===== src/rtl/paddle_control_gen_pkg.sv =====
// Shared command codes and direction-state encoding for the paddle control path.
// The paddle position block imports the same CTRL_* constants.
package paddle_control_gen_pkg;

  localparam logic [1:0] CTRL_NONE  = 2'd0;
  localparam logic [1:0] CTRL_LEFT  = 2'd1;
  localparam logic [1:0] CTRL_RIGHT = 2'd2;

  typedef enum logic [1:0] {
    StIdle  = 2'd0,
    StLeft  = 2'd1,
    StRight = 2'd2
  } dir_state_e;

  function automatic logic [1:0] dir_code(input dir_state_e st);
    logic [1:0] code;
    case (st)
      StLeft:  code = CTRL_LEFT;
      StRight: code = CTRL_RIGHT;
      default: code = CTRL_NONE;
    endcase
    return code;
  endfunction

endpackage


===== src/rtl/paddle_control_gen_if.sv =====
// Player/tracking inputs and paddle command outputs of the paddle control generator.
interface paddle_control_gen_if;

  logic       btn_left;
  logic       btn_right;
  logic       auto_mode;
  logic [9:0] ball_x;
  logic [9:0] paddle_x;
  logic [1:0] controls;
  logic [1:0] btn_state;
  logic       move_tick;

  modport master (
    output btn_left,
    output btn_right,
    output auto_mode,
    output ball_x,
    output paddle_x,
    input  controls,
    input  btn_state,
    input  move_tick
  );

  modport slave (
    input  btn_left,
    input  btn_right,
    input  auto_mode,
    input  ball_x,
    input  paddle_x,
    output controls,
    output btn_state,
    output move_tick
  );

endinterface


===== src/rtl/button_debounce.sv =====
// Two-flop synchronizer followed by a level debouncer: a new level is accepted only
// after it has been seen unchanged for DB_LIMIT consecutive clocks.
module button_debounce #(
  parameter int unsigned DB_LIMIT = 250000,
  parameter int unsigned DB_BITS  = 18
) (
  input  logic i_clk,
  input  logic i_rst,
  input  logic i_raw,
  output logic o_stable
);

  localparam logic [DB_BITS-1:0] CntLast = DB_BITS'(DB_LIMIT - 1);

  logic               r_sync1;
  logic               r_sync2;
  logic               r_stable;
  logic [DB_BITS-1:0] r_cnt;

  always_ff @(posedge i_clk) begin
    if (i_rst) begin
      r_sync1  <= 1'b0;
      r_sync2  <= 1'b0;
      r_stable <= 1'b0;
      r_cnt    <= '0;
    end else begin
      r_sync1 <= i_raw;
      r_sync2 <= r_sync1;
      // Any return to the accepted level throws away the partial count.
      if (r_sync2 == r_stable) begin
        r_cnt <= '0;
      end else if (r_cnt == CntLast) begin
        r_stable <= r_sync2;
        r_cnt    <= '0;
      end else begin
        r_cnt <= r_cnt + DB_BITS'(1);
      end
    end
  end

  assign o_stable = r_stable;

endmodule


===== src/rtl/paddle_control_gen.sv =====
// Generates rate-limited paddle move commands from debounced buttons or ball tracking;
// controls is non-zero for one clock per movement tick.
module paddle_control_gen
  import paddle_control_gen_pkg::*;
#(
  parameter int unsigned DB_LIMIT = 250000,
  parameter int unsigned DB_BITS  = 18,
  parameter int unsigned MOVE_DIV = 100000,
  parameter int unsigned DIV_BITS = 17,
  parameter int unsigned DEADZONE = 4
) (
  input  logic                 i_clk,
  input  logic                 i_rst,
  paddle_control_gen_if.slave  io_bus
);

  localparam logic [DIV_BITS-1:0] DivLast = DIV_BITS'(MOVE_DIV - 1);
  localparam logic [10:0]         DzExt   = 11'(DEADZONE);

  logic                w_db_left;
  logic                w_db_right;
  logic                w_tick;
  logic [10:0]         w_ball_ext;
  logic [10:0]         w_paddle_ext;
  logic [10:0]         w_ball_plus;
  logic [10:0]         w_paddle_plus;
  dir_state_e          w_next_state;

  logic [DIV_BITS-1:0] r_div;
  dir_state_e          r_state;
  logic [1:0]          r_controls;
  logic                r_move_tick;

  button_debounce #(
    .DB_LIMIT (DB_LIMIT),
    .DB_BITS  (DB_BITS)
  ) u_db_left (
    .i_clk    (i_clk),
    .i_rst    (i_rst),
    .i_raw    (io_bus.btn_left),
    .o_stable (w_db_left)
  );

  button_debounce #(
    .DB_LIMIT (DB_LIMIT),
    .DB_BITS  (DB_BITS)
  ) u_db_right (
    .i_clk    (i_clk),
    .i_rst    (i_rst),
    .i_raw    (io_bus.btn_right),
    .o_stable (w_db_right)
  );

  assign w_tick = (r_div == DivLast);

  // Free-running: ticks are not realigned by mode or button changes.
  always_ff @(posedge i_clk) begin
    if (i_rst) begin
      r_div <= '0;
    end else if (w_tick) begin
      r_div <= '0;
    end else begin
      r_div <= r_div + DIV_BITS'(1);
    end
  end

  // One extra bit keeps the dead-zone sums from wrapping near either screen edge.
  assign w_ball_ext    = {1'b0, io_bus.ball_x};
  assign w_paddle_ext  = {1'b0, io_bus.paddle_x};
  assign w_ball_plus   = w_ball_ext + DzExt;
  assign w_paddle_plus = w_paddle_ext + DzExt;

  always_comb begin
    w_next_state = r_state;
    if (io_bus.auto_mode) begin
      if (w_ball_plus < w_paddle_ext) begin
        w_next_state = StLeft;
      end else if (w_ball_ext > w_paddle_plus) begin
        w_next_state = StRight;
      end else begin
        w_next_state = StIdle;
      end
    end else begin
      case ({w_db_right, w_db_left})
        2'b01:   w_next_state = StLeft;
        2'b10:   w_next_state = StRight;
        2'b00:   w_next_state = StIdle;
        default: w_next_state = r_state;
      endcase
    end
  end

  always_ff @(posedge i_clk) begin
    if (i_rst) begin
      r_state     <= StIdle;
      r_controls  <= CTRL_NONE;
      r_move_tick <= 1'b0;
    end else begin
      r_state     <= w_next_state;
      r_move_tick <= w_tick;
      r_controls  <= w_tick ? dir_code(w_next_state) : CTRL_NONE;
    end
  end

  assign io_bus.controls  = r_controls;
  assign io_bus.btn_state = {w_db_right, w_db_left};
  assign io_bus.move_tick = r_move_tick;

endmodule


===== src/flat_wrapper.sv =====
// flat-port wrapper written by rule: the top's interface ports become plain ports
module paddle_control_gen_flat import paddle_control_gen_pkg::*;
#(
  parameter int unsigned DB_LIMIT = 250000,
  parameter int unsigned DB_BITS  = 18,
  parameter int unsigned MOVE_DIV = 100000,
  parameter int unsigned DIV_BITS = 17,
  parameter int unsigned DEADZONE = 4
)
  (i_clk, i_rst, io_bus_btn_left, io_bus_btn_right, io_bus_auto_mode, io_bus_ball_x, io_bus_paddle_x, io_bus_controls, io_bus_btn_state, io_bus_move_tick);
  paddle_control_gen_if io_bus_i ();
  input  logic i_clk;
  input  logic i_rst;
  input wire logic [$bits(io_bus_i.btn_left)-1:0] io_bus_btn_left;
  input wire logic [$bits(io_bus_i.btn_right)-1:0] io_bus_btn_right;
  input wire logic [$bits(io_bus_i.auto_mode)-1:0] io_bus_auto_mode;
  input wire logic [$bits(io_bus_i.ball_x)-1:0] io_bus_ball_x;
  input wire logic [$bits(io_bus_i.paddle_x)-1:0] io_bus_paddle_x;
  output wire logic [$bits(io_bus_i.controls)-1:0] io_bus_controls;
  output wire logic [$bits(io_bus_i.btn_state)-1:0] io_bus_btn_state;
  output wire logic [$bits(io_bus_i.move_tick)-1:0] io_bus_move_tick;
  assign io_bus_i.btn_left = io_bus_btn_left;
  assign io_bus_i.btn_right = io_bus_btn_right;
  assign io_bus_i.auto_mode = io_bus_auto_mode;
  assign io_bus_i.ball_x = io_bus_ball_x;
  assign io_bus_i.paddle_x = io_bus_paddle_x;
  assign io_bus_controls = io_bus_i.controls;
  assign io_bus_btn_state = io_bus_i.btn_state;
  assign io_bus_move_tick = io_bus_i.move_tick;
  paddle_control_gen #(.DB_LIMIT(DB_LIMIT), .DB_BITS(DB_BITS), .MOVE_DIV(MOVE_DIV), .DIV_BITS(DIV_BITS), .DEADZONE(DEADZONE)) u_core (.i_clk(i_clk), .i_rst(i_rst), .io_bus(io_bus_i));
endmodule

===== config.mk =====
export PLATFORM = sky130hd
export DESIGN_NAME = paddle_control_gen_flat
export DESIGN_NICKNAME = d
export VERILOG_FILES = /design/src/rtl/paddle_control_gen_pkg.sv /design/src/rtl/paddle_control_gen_if.sv /design/src/rtl/button_debounce.sv /design/src/rtl/paddle_control_gen.sv /design/src/flat_wrapper.sv
export SDC_FILE = /design/constraint.sdc
export NUM_CORES = 1
export LEC_CHECK = 0
export ABC_AREA = 0
export CELL_PAD_IN_SITES_DETAIL_PLACEMENT = 1
export CELL_PAD_IN_SITES_GLOBAL_PLACEMENT = 1
export CORE_MARGIN = 3
export CORE_UTILIZATION = 44
export DETAILED_ROUTE_END_ITERATION = 10
export MAX_ROUTING_LAYER = met4
export PLACE_DENSITY_LB_ADDON = 0.25
export SKIP_CTS_REPAIR_TIMING = 1
export SYNTH_ARGS = -nofsm -noshare
export SYNTH_HDL_FRONTEND = slang
export SYNTH_HIERARCHICAL = 1
export SYNTH_SLANG_ARGS = --single-unit

===== constraint.sdc =====
create_clock -name i_clk -period 2.8 [get_ports i_clk]
set_input_delay 0.56 -clock i_clk [delete_from_list [all_inputs] [get_ports i_clk]]
set_output_delay 0.56 -clock i_clk [all_outputs]
set_load 0.05 [all_outputs]

# After elaboration in Yosys (flattened, before gate mapping)
# Cells that the tools add are included.
[op_classes]
n_bitwise = 3
n_reduce_logical = 7
addsub = 5
magnitude_cmp = 2
n_eq_ne = 9
muxes = 5
[ops]
columns = ["operator", "n"]
rows = [
  ["18-bit by 1-bit adder with 18-bit output (second input constant)", 2],
  ["18-bit equality test (second input constant)", 2],
  ["10-bit by 3-bit adder with 11-bit output (second input constant)", 2],
  ["17-bit by 1-bit adder with 17-bit output (second input constant)", 1],
  ["17-bit equality test (second input constant)", 1],
  ["10-bit by 11-bit > comparator with 1-bit output", 1],
  ["11-bit by 10-bit less-than comparator with 1-bit output", 1],
  ["2-bit 2-to-1 mux", 3],
  ["2-bit case mux with 3 select lines", 1],
  ["3-bit OR reduction", 2],
  ["2-bit by 1-bit equality test with 1-bit output (second input constant)", 2],
  ["2-bit equality test (second input constant)", 2],
  ["2-bit case mux with 2 select lines", 1],
  ["2-bit AND reduction", 2],
  ["2-bit OR reduction", 2],
  ["1-bit NOT", 3],
  ["1-bit equality test", 2],
  ["2-bit zero test", 1],
]
[totals]
ff_bits = 64
inputBits = 25
output_inout_bits = 5
wordCells = 43

# Depth between registers and ports, before layout
# Gate-level depths: netlist of the first run.
[depth]
ltp_word = 7
ltp_mapped = 10
depth_no_buf = 10

# Hierarchy
# Netlist of the first run, hierarchy kept.
[modules_own_cells]
columns = ["mod", "area_each_um2", "seq_area_each_um2", "n_inst", "cells_per_inst"]
rows = [
  ["button_debounce", 914.6, 420.4, 2, 104],
  ["paddle_control_gen", 1616.6, 440.4, 1, 192],
]

# Worst setup path after synthesis of the first run
# OpenSTA, ideal clock, no wires.
[synth_path]
kind = "input to register"
start = "input io_bus_paddle_x[2]"
end = "register u_core.r_controls[0], in the netlist u_core/io_bus.controls[0]"
path_stages = 10
n_path_buf = 0
t_arrival_ns = 2.421
setup_slack_ns = 0.291
required_time_ns = 2.712
setup_ns = 0.088
path_cell_list = "inv_1 > nor3_1 > nand3_1 > xnor2_1 > ha_1 > nand3_1 > nor2_1 > a21boi_2 > or4_4 > a311oi_2"
[synth_via]
elab_chain_len = 7
elab_cells_between_ends = 9
cone_classes = "add/sub (1); order compare (2); eq/ne (2); mux (4)"
[synth_rtl]
columns = ["element", "line_no", "source"]
rows = [
  ["from (decl)", "flat_wrapper.sv:18", "input wire logic [$bits(io_bus_i.paddle_x)-1:0] io_bus_paddle_x;"],
  ["10-bit by 3-bit adder with 11-bit output", "paddle_control_gen.sv:71", "assign w_paddle_plus = w_paddle_ext + DzExt;"],
  ["10-bit by 11-bit > comparator with 1-bit output", "paddle_control_gen.sv:78", "end else if (w_ball_ext > w_paddle_plus) begin"],
  ["2-bit 2-to-1 mux", "paddle_control_gen.sv:78", ""],
  ["2-bit 2-to-1 mux *", "paddle_control_gen.sv:76", "if (w_ball_plus < w_paddle_ext) begin"],
  ["2-bit 2-to-1 mux *", "paddle_control_gen.sv:75", "if (io_bus.auto_mode) begin"],
  ["2-bit equality test or 2-bit by 1-bit equality test with 1-bit output (tied branches)", "paddle_control_gen_pkg.sv:17", "case (st)"],
  ["2-bit case mux with 2 select lines *", "paddle_control_gen_pkg.sv:17", ""],
  ["to (signal assigned)", "paddle_control_gen.sv:101", "r_controls <= w_tick ? dir_code(w_next_state) : CTRL_NONE;"],
  ["to (decl)", "paddle_control_gen.sv:31", "logic [1:0] r_controls;"],
]
# Every way passes the cells marked *; elsewhere a longest branch is shown, timed or not.
# A chain may end at the register's enable or synchronous reset.

# Worst setup path after layout of the first run
[layout_path]
start = "input io_bus_ball_x[2]"
end = "register u_core.r_controls[1], in the netlist u_core/io_bus.controls[1]"
[layout_via]
elab_chain_len = 6
elab_cells_between_ends = 9
cone_classes = "add/sub (1); order compare (2); eq/ne (2); mux (4)"
[layout_rtl]
columns = ["element", "line_no", "source"]
rows = [
  ["from (decl)", "flat_wrapper.sv:17", "input wire logic [$bits(io_bus_i.ball_x)-1:0] io_bus_ball_x;"],
  ["10-bit by 3-bit adder with 11-bit output or 10-bit by 11-bit > comparator with 1-bit output (tied branches)", "paddle_control_gen.sv:70, paddle_control_gen.sv:78", ""],
  ["11-bit by 10-bit less-than comparator with 1-bit output or 2-bit 2-to-1 mux (tied branches)", "paddle_control_gen.sv:76, paddle_control_gen.sv:78", ""],
  ["2-bit 2-to-1 mux *", "paddle_control_gen.sv:76", ""],
  ["2-bit 2-to-1 mux *", "paddle_control_gen.sv:75", ""],
  ["2-bit equality test or 2-bit by 1-bit equality test with 1-bit output (tied branches)", "paddle_control_gen_pkg.sv:17", ""],
  ["2-bit case mux with 2 select lines *", "paddle_control_gen_pkg.sv:17", ""],
]
# Marked as above.

==> metrics.cfg, run 1 <==
[setup_path]
cp.depth=11
cp-end-kind=register
rr_worst_depth=5
worstPathCellList=clkdlybuf4s50_1, buf_4, and4_1, nand4_1, xnor2_1, ha_1, nor2b_1, a311oi_1, buf_4, a31oi_2, nor4b_2
reg2reg_to=u_core/u_db_right/r_cnt[14]
crit_top_cell=buf_4
start_kind=primary input
crit_end=u_core/io_bus.controls[1]
crit_family=buffers and inverters
path_class=primary input to register
cpPeakStageDelay_ns=0.50
crit_start=io_bus_ball_x[2]
crit_slowest_cell=clkdlybuf4s50_1
worst_ep_required_time_ns=3.04
r2r-start=u_core/u_db_right/r_cnt[0]
reg2reg_setup_slack_ns=0.78
worst-path-max-fanout=4
critPathBufInv=3
cp.arrival_ns=2.97

[clocking]
cts.root.buffer_cell=clkbuf_8
htreeDepth=3
tritoncts=built
path_clk_slew_ns=0.08
cts_sinks=64
cts_buffer_depth=2
clock_latency_ns=0.34
cts_buffers=9

[sta]
max-slew-margin-rel=0.496
worstMarginPinSlew_ns=0.756
post-route-period-util=0.975
max_freq_mhz=366
fin_worst_skew_ns=0.00750
setup_viol_count_final=0
grt_setup_unrepaired=yes
finalMaxSlewViolations=0
finalHoldViolCount=0
period_minus_slack_ns=2.73

[floorplanning]
core_area_sq_um=7410
io_pins=30
start_util=0.465
die_w_microns=94.5
die_h_microns=94.5
rows=31
dieArea_sq_um=8930

[cells_and_area]
syn_to_final_growth_pct=25.1
multi_input_area_sq_um=2090
n_fill_cell=890
final_cell_mix=64 x dfxtp_1, 56 x nor2_1, 39 x xnor2_1, 29 x buf_4, 25 x nand3_1
n_antenna_cell=0
final_area_sq_um=4310
final_nets=511
finalCoreUtilization=0.582
seq_area_sq_um=1280
drive_gt1_frac=0.160
layout_commonest_cell=dfxtp_1

[synth]
syn_avg_cell_area_sq_um=8.61
synth_edf_count=0
yosysWarnings=6
yosys.cell_types.count=44
ys_seq_elements=64
synth_area_sq_um=3450
yosys_most_used_dff=dfxtp_1
synth_seq_area_share=0.372
async_flop_share=0
netlist_instances=400
syn_nets=448

[placement]
dpl.hpwl_mm=6.35
place.gp.congestion=0.836
dpl_cell_area_sq_um=4040
portBuffers=29

[routing]
post-route-drc-count=0
final_antenna_net_count=0
firstDrtPassIters=4
routed_wl_mm=8.59
drt_iter0_drc=34
viasPerCell=5.31
vias=3010
detail_route.wl_per_cell_microns=15.1

[flow_run]
drv_cap=0

[grt]
grt_pass1_vias=3175
grt_first_pass_wirelength_mm=14.8
antenna_found_initial=0
overflow=0
gr-usage-all-layers=0.215
grt_max_degree=18

[power_and_ir_drop]
peakVddDrop_mv=0.342
p_per_area_nw_per_um2=455
p_total_w=0.00196
power_leakage_nw=1.51

[min_path]
hp-class=register to register

[outcome]
status=finished clean

[synthesized netlist by cell type, types with 4 or more instances]
| master | n | share of area |
|---|---|---|
| dfxtp_1 | 64 | 0.37 |
| nor2_1 | 56 | 0.061 |
| xnor2_1 | 39 | 0.099 |
| nand3_1 | 27 | 0.039 |
| inv_1 | 24 | 0.026 |
| ha_1 | 23 | 0.084 |
| nand2_1 | 23 | 0.025 |
| a21oi_1 | 19 | 0.028 |
| xor2_1 | 14 | 0.036 |
| nand4_1 | 13 | 0.024 |
| nor3_1 | 12 | 0.017 |
| o21ai_0 | 9 | 0.013 |
| nor4_1 | 8 | 0.015 |
| nor4b_1 | 6 | 0.015 |
| nor2b_1 | 5 | 0.0091 |
| and3_1 | 4 | 0.0073 |
| o31ai_1 | 4 | 0.0087 |
| or3_1 | 4 | 0.0073 |
| or3_2 | 4 | 0.0087 |
[state kept, by name, indices dropped and copies added (netlist names)]
signal	cells
u_core/u_db_left/r_sync2	1
u_core/r_state	2
u_core/u_db_left/o_stable	1
u_core/u_db_right/o_stable	1
u_core/u_db_right/r_sync1	1
u_core/io_bus.move_tick	1
u_core/io_bus.controls	2
u_core/u_db_left/r_sync1	1
u_core/u_db_right/r_sync2	1
u_core/r_div	17
u_core/u_db_right/r_cnt	18
u_core/u_db_left/r_cnt	18
[where the power goes]
group | switching, W | internal (W)
registers | 0.00000587 | 0.000918
logic | 0.000110 | 0.000118
clock network | 0.000373 | 0.000438
total | 0.000489 | 0.00147
[kinds of logic (layout without fill, tap and decap cells)]
kind of cell    count (synthesis)  count (layout)  synth area share
simple gates                  188             188             0.296
flops                          64              64             0.372
xor+xnor                       53              53             0.135
compound gates                 42              42            0.0777
buf+inv                        30              98            0.0363
fa+ha+maj                      23              23            0.0835
[per-stage QoR]
stage,std cells,setup slack [ns],TNS [ns],hold slack [ns]
2_1_floorplan,400,0.291,0,0.414
3_3_place_gp,550,-0.298,-0.891,0.419
3_5_place_dp,550,-0.513,-1.68,0.425
4_1_cts,566,-0.171,-0.346,0.445
5_1_grt,567,-0.0481,-0.0499,0.472
6_report,567,0.0690,0,0.442
[worst register-to-register path, delay by kind of cell (launching register included)]
kind / cells / cell delay [ns]
simple gates: 3 / 1.20
compound gates: 1 / 0.15
fa+ha+maj: 1 / 0.22
flops: 1 / 0.37
[worst min-delay path by stage]
stage | from | to | slack (ns) | cells past startpoint
after floorplan | u_core/u_db_left/r_sync1 | u_core/u_db_left/r_sync2 | 0.41 | 1
after global placement | u_core/u_db_left/r_sync1 | u_core/u_db_left/r_sync2 | 0.42 | 1
after detailed placement | u_core/u_db_right/r_sync1 | u_core/u_db_right/r_sync2 | 0.43 | 1
after CTS | u_core/u_db_right/r_sync1 | u_core/u_db_right/r_sync2 | 0.44 | 1
after global routing | u_core/u_db_right/r_sync1 | u_core/u_db_right/r_sync2 | 0.47 | 1
final | u_core/u_db_right/r_sync1 | u_core/u_db_right/r_sync2 | 0.44 | 1
[layer usage]
metal	track usage	up-vias	part of all wire
met4	0.0529	0	0.016
met1	0.257	1425	0.46
li1	-	1531	-
met2	0.368	41	0.49
met5	-	-	0
met3	0.0494	13	0.034
[layout make-up]
type | count | share of cell area
clock inverters | 6 | 0.0157
clock buffers | 10 | 0.0319
inverters | 24 | 0.0209
flip-flops and latches | 64 | 0.297
well taps | 99 | 0.0287
multi-input cells | 306 | 0.485
repair buffers | 58 | 0.121
(Power assumes the default switching activity.)
==> run 2: changes to the inputs <==
Settings changed: CTS_CLUSTER_SIZE from default to 24.
==> results of run 2 <==
Final layout, timing and power as in run 1 (identical DEF).
==> run 3: changes to the inputs <==
Settings changed: SKIP_CTS_REPAIR_TIMING 1 to default, SYNTH_HIERARCHICAL 1 to default.
==> run 3 against run 2 <==
Final area is 6.6% lower. Sequential share of layout area is 2.1 points higher. First-iteration DRC count is 65% higher. Hold slack hardly changed. Critical endpoint is now u_core.io_bus.controls[1]. Largest power group unchanged. Highest routed layer unchanged.
==> metrics.cfg, run 3 <==
[power_and_ir_drop]
p_comb_frac=0.102
clockPowerShare=0.420
p_total_w=0.00194
peakVddDrop_mv=0.241
p_per_area_nw_per_um2=481
swShare=0.247
power_frac_seq=0.478
p_switching_w=0.000478
power_leakage_nw=1.48
p_int_w=0.00146

[placement]
dpl_cell_area_sq_um=3800
pre_cts_ws_ns=-0.265
portBuffers=29
place.gp.congestion=0.790
dpl.hpwl_mm=5.67

[floorplanning]
start_util=0.457
die_h_microns=93.0
dieArea_sq_um=8650
io_pins=30
core_area_sq_um=7290
die_w_microns=93.0
rows=31

[setup_path]
worst-path-max-fanout=3
worst_ep_required_time_ns=3.05
cp-end-kind=register
start_kind=primary input
reg2reg_setup_slack_ns=0.60
path_class=primary input to register
worstPathCellList=clkdlybuf4s50_1, nand3_1, nor2_1, nand3_1, xnor2_1, ha_1, nand3_1, a211o_1, o2111ai_2, o2111ai_2, a211oi_1
crit_top_cell=nand3_1
critPathBufInv=1
cp.arrival_ns=2.95
crit_slowest_cell=clkdlybuf4s50_1
cpPeakStageDelay_ns=0.48
crit_family=compound AO/OA/AOI/OAI gates

[sta]
period_minus_slack_ns=2.70
setup_ws_ns=0.0973
worstMarginPinSlew_ns=0.618
max-slew-margin-rel=0.588
setup_viol_count_final=0
finalMaxSlewViolations=0
finalHoldViolCount=0
max_freq_mhz=370
fin_worst_skew_ns=0.0126
post-route-period-util=0.965

[grt]
antenna_found_initial=0
gr-usage-all-layers=0.197
grt_max_degree=19
grt_pass1_vias=2932
grt_first_pass_wirelength_mm=13.3
overflow=0

[cells_and_area]
final_area_sq_um=4030
syn_to_final_growth_pct=21.0
final_nets=485
final_cell_mix=75 x nor2_1, 64 x dfxtp_1, 39 x xnor2_1, 29 x nand3_1, 29 x clkdlybuf4s50_1
multi_input_area_sq_um=1900
reg_top3=u_core.u_db_left.r_cnt x18, u_core.u_db_right.r_cnt x18, u_core.r_div x17
layout_commonest_cell=nor2_1
n_antenna_cell=0
n_fill_cell=889
seq_area_sq_um=1280
drive_gt1_frac=0.0882

[synth]
synth_top_area_frac=0.385
netlist_instances=389
ys_seq_elements=64
yosysMostFrequentCell=nor2_1
synth_edf_count=0
yosysWarnings=0
yosys_most_used_dff=dfxtp_1
yosys.cell_types.count=38
syn_avg_cell_area_sq_um=8.56
ys_top_cells_by_area=dfxtp_1 38%, xnor2_1 10%, ha_1 8.6%, nor2_1 8.5%, xor2_1 5.8%
synth_commonest_cells=75 x nor2_1, 64 x dfxtp_1, 39 x xnor2_1, 29 x nand3_1, 24 x inv_1
async_flop_share=0
syn_nets=437
yosysTopAreaCell=dfxtp_1
synth_area_sq_um=3330
synth_seq_area_share=0.385

[clocking]
cts.root.buffer_cell=clkbuf_8
htreeDepth=3
cts_buffer_depth=2
clock_latency_ns=0.35
cts_sinks=64
tritoncts=built
cts_buffers=9
path_clk_slew_ns=0.07

[routing]
routed_wl_mm=7.70
detail_route.wl_per_cell_microns=14.2
drt_iter0_drc=56
post-route-drc-count=0
firstDrtPassIters=4
final_antenna_net_count=0
vias=2773
viasPerCell=5.13

[flow_run]
drv_cap=0

[min_path]
hp-class=register to register

[outcome]
status=finished clean

## run 3: path summary, 6_finish.rpt
path                              startpoint                         end  cells past startpoint
setup / recovery            io_bus_ball_x[4]   u_core.io_bus.controls[1]                     11
hold / removal    u_core.u_db_right.r_cnt[0]  u_core.u_db_right.r_cnt[0]                      1
setup reg to reg   u_core.u_db_left.r_cnt[5]  u_core.u_db_left.r_cnt[17]                      5
hold reg to reg   u_core.u_db_right.r_cnt[0]  u_core.u_db_right.r_cnt[0]                      1
## run 3: power by group through the flow
stage / clock, W / sequential [W] / combinational [W]
global placement: 0 / 0.000946 / 0.000180
detailed placement: 0 / 0.000946 / 0.000190
floorplan: 0 / 0.000945 / 0.0000990
CTS: 0.000834 / 0.000925 / 0.000194
global route: 0.000875 / 0.000926 / 0.000220
finish: 0.000814 / 0.000925 / 0.000198
## run 3: routing by layer
| metal | vias up | global-route usage | share of wire |
|---|---|---|---|
| li1 | 1406 | - | - |
| met1 | 1325 | 0.230 | 0.45 |
| met2 | 33 | 0.334 | 0.50 |
| met5 | - | - | 0 |
| met4 | 0 | 0.0403 | 0.011 |
| met3 | 9 | 0.0628 | 0.034 |
## run 3: worst reg2reg max path, cell delays in order (launching register included)
cell     delay [ns]
dfxtp_1        0.35
or4_1          0.54
nor3_1         0.25
and4_1         0.29
or3_1          0.53
nor2_1         0.12
## run 3: what timing repair did
action / 4_1_cts / 5_1_grt
hold buffers: 0 / 0
gates resized for setup: 0 / 4
setup buffers: 0 / 0
setup endpoints to repair: 0 / 1
## run 3: logic make-up after synthesis
| family | count (synthesis) | synth area share |
|---|---|---|
| flops | 64 | 0.385 |
| simple gates | 183 | 0.266 |
| mux | 3 | 0.00902 |
| fa+ha+maj | 23 | 0.0864 |
| compound gates | 21 | 0.0432 |
| xor+xnor | 61 | 0.160 |
| buf+inv | 34 | 0.0496 |
## run 3: through the flow
step	utilization	hold WS (ns)	cells	TNS (ns)
2_1_floorplan	-	0.413	389	0
3_3_place_gp	0.522	0.418	525	-0.137
3_5_place_dp	0.522	0.433	525	-0.719
4_1_cts	0.550	0.446	541	0
5_1_grt	0.552	0.481	541	-0.00851
6_report	0.552	0.442	541	0
## run 3: final cells by class
class | count | share of cell area
Tap cell | 99 | 0.0308
Sequential cell | 64 | 0.318
Multi-Input combinational cell | 291 | 0.472
Inverter | 24 | 0.0224
Timing Repair Buffer | 47 | 0.106
Clock inverter | 6 | 0.0168
Clock buffer | 10 | 0.0342
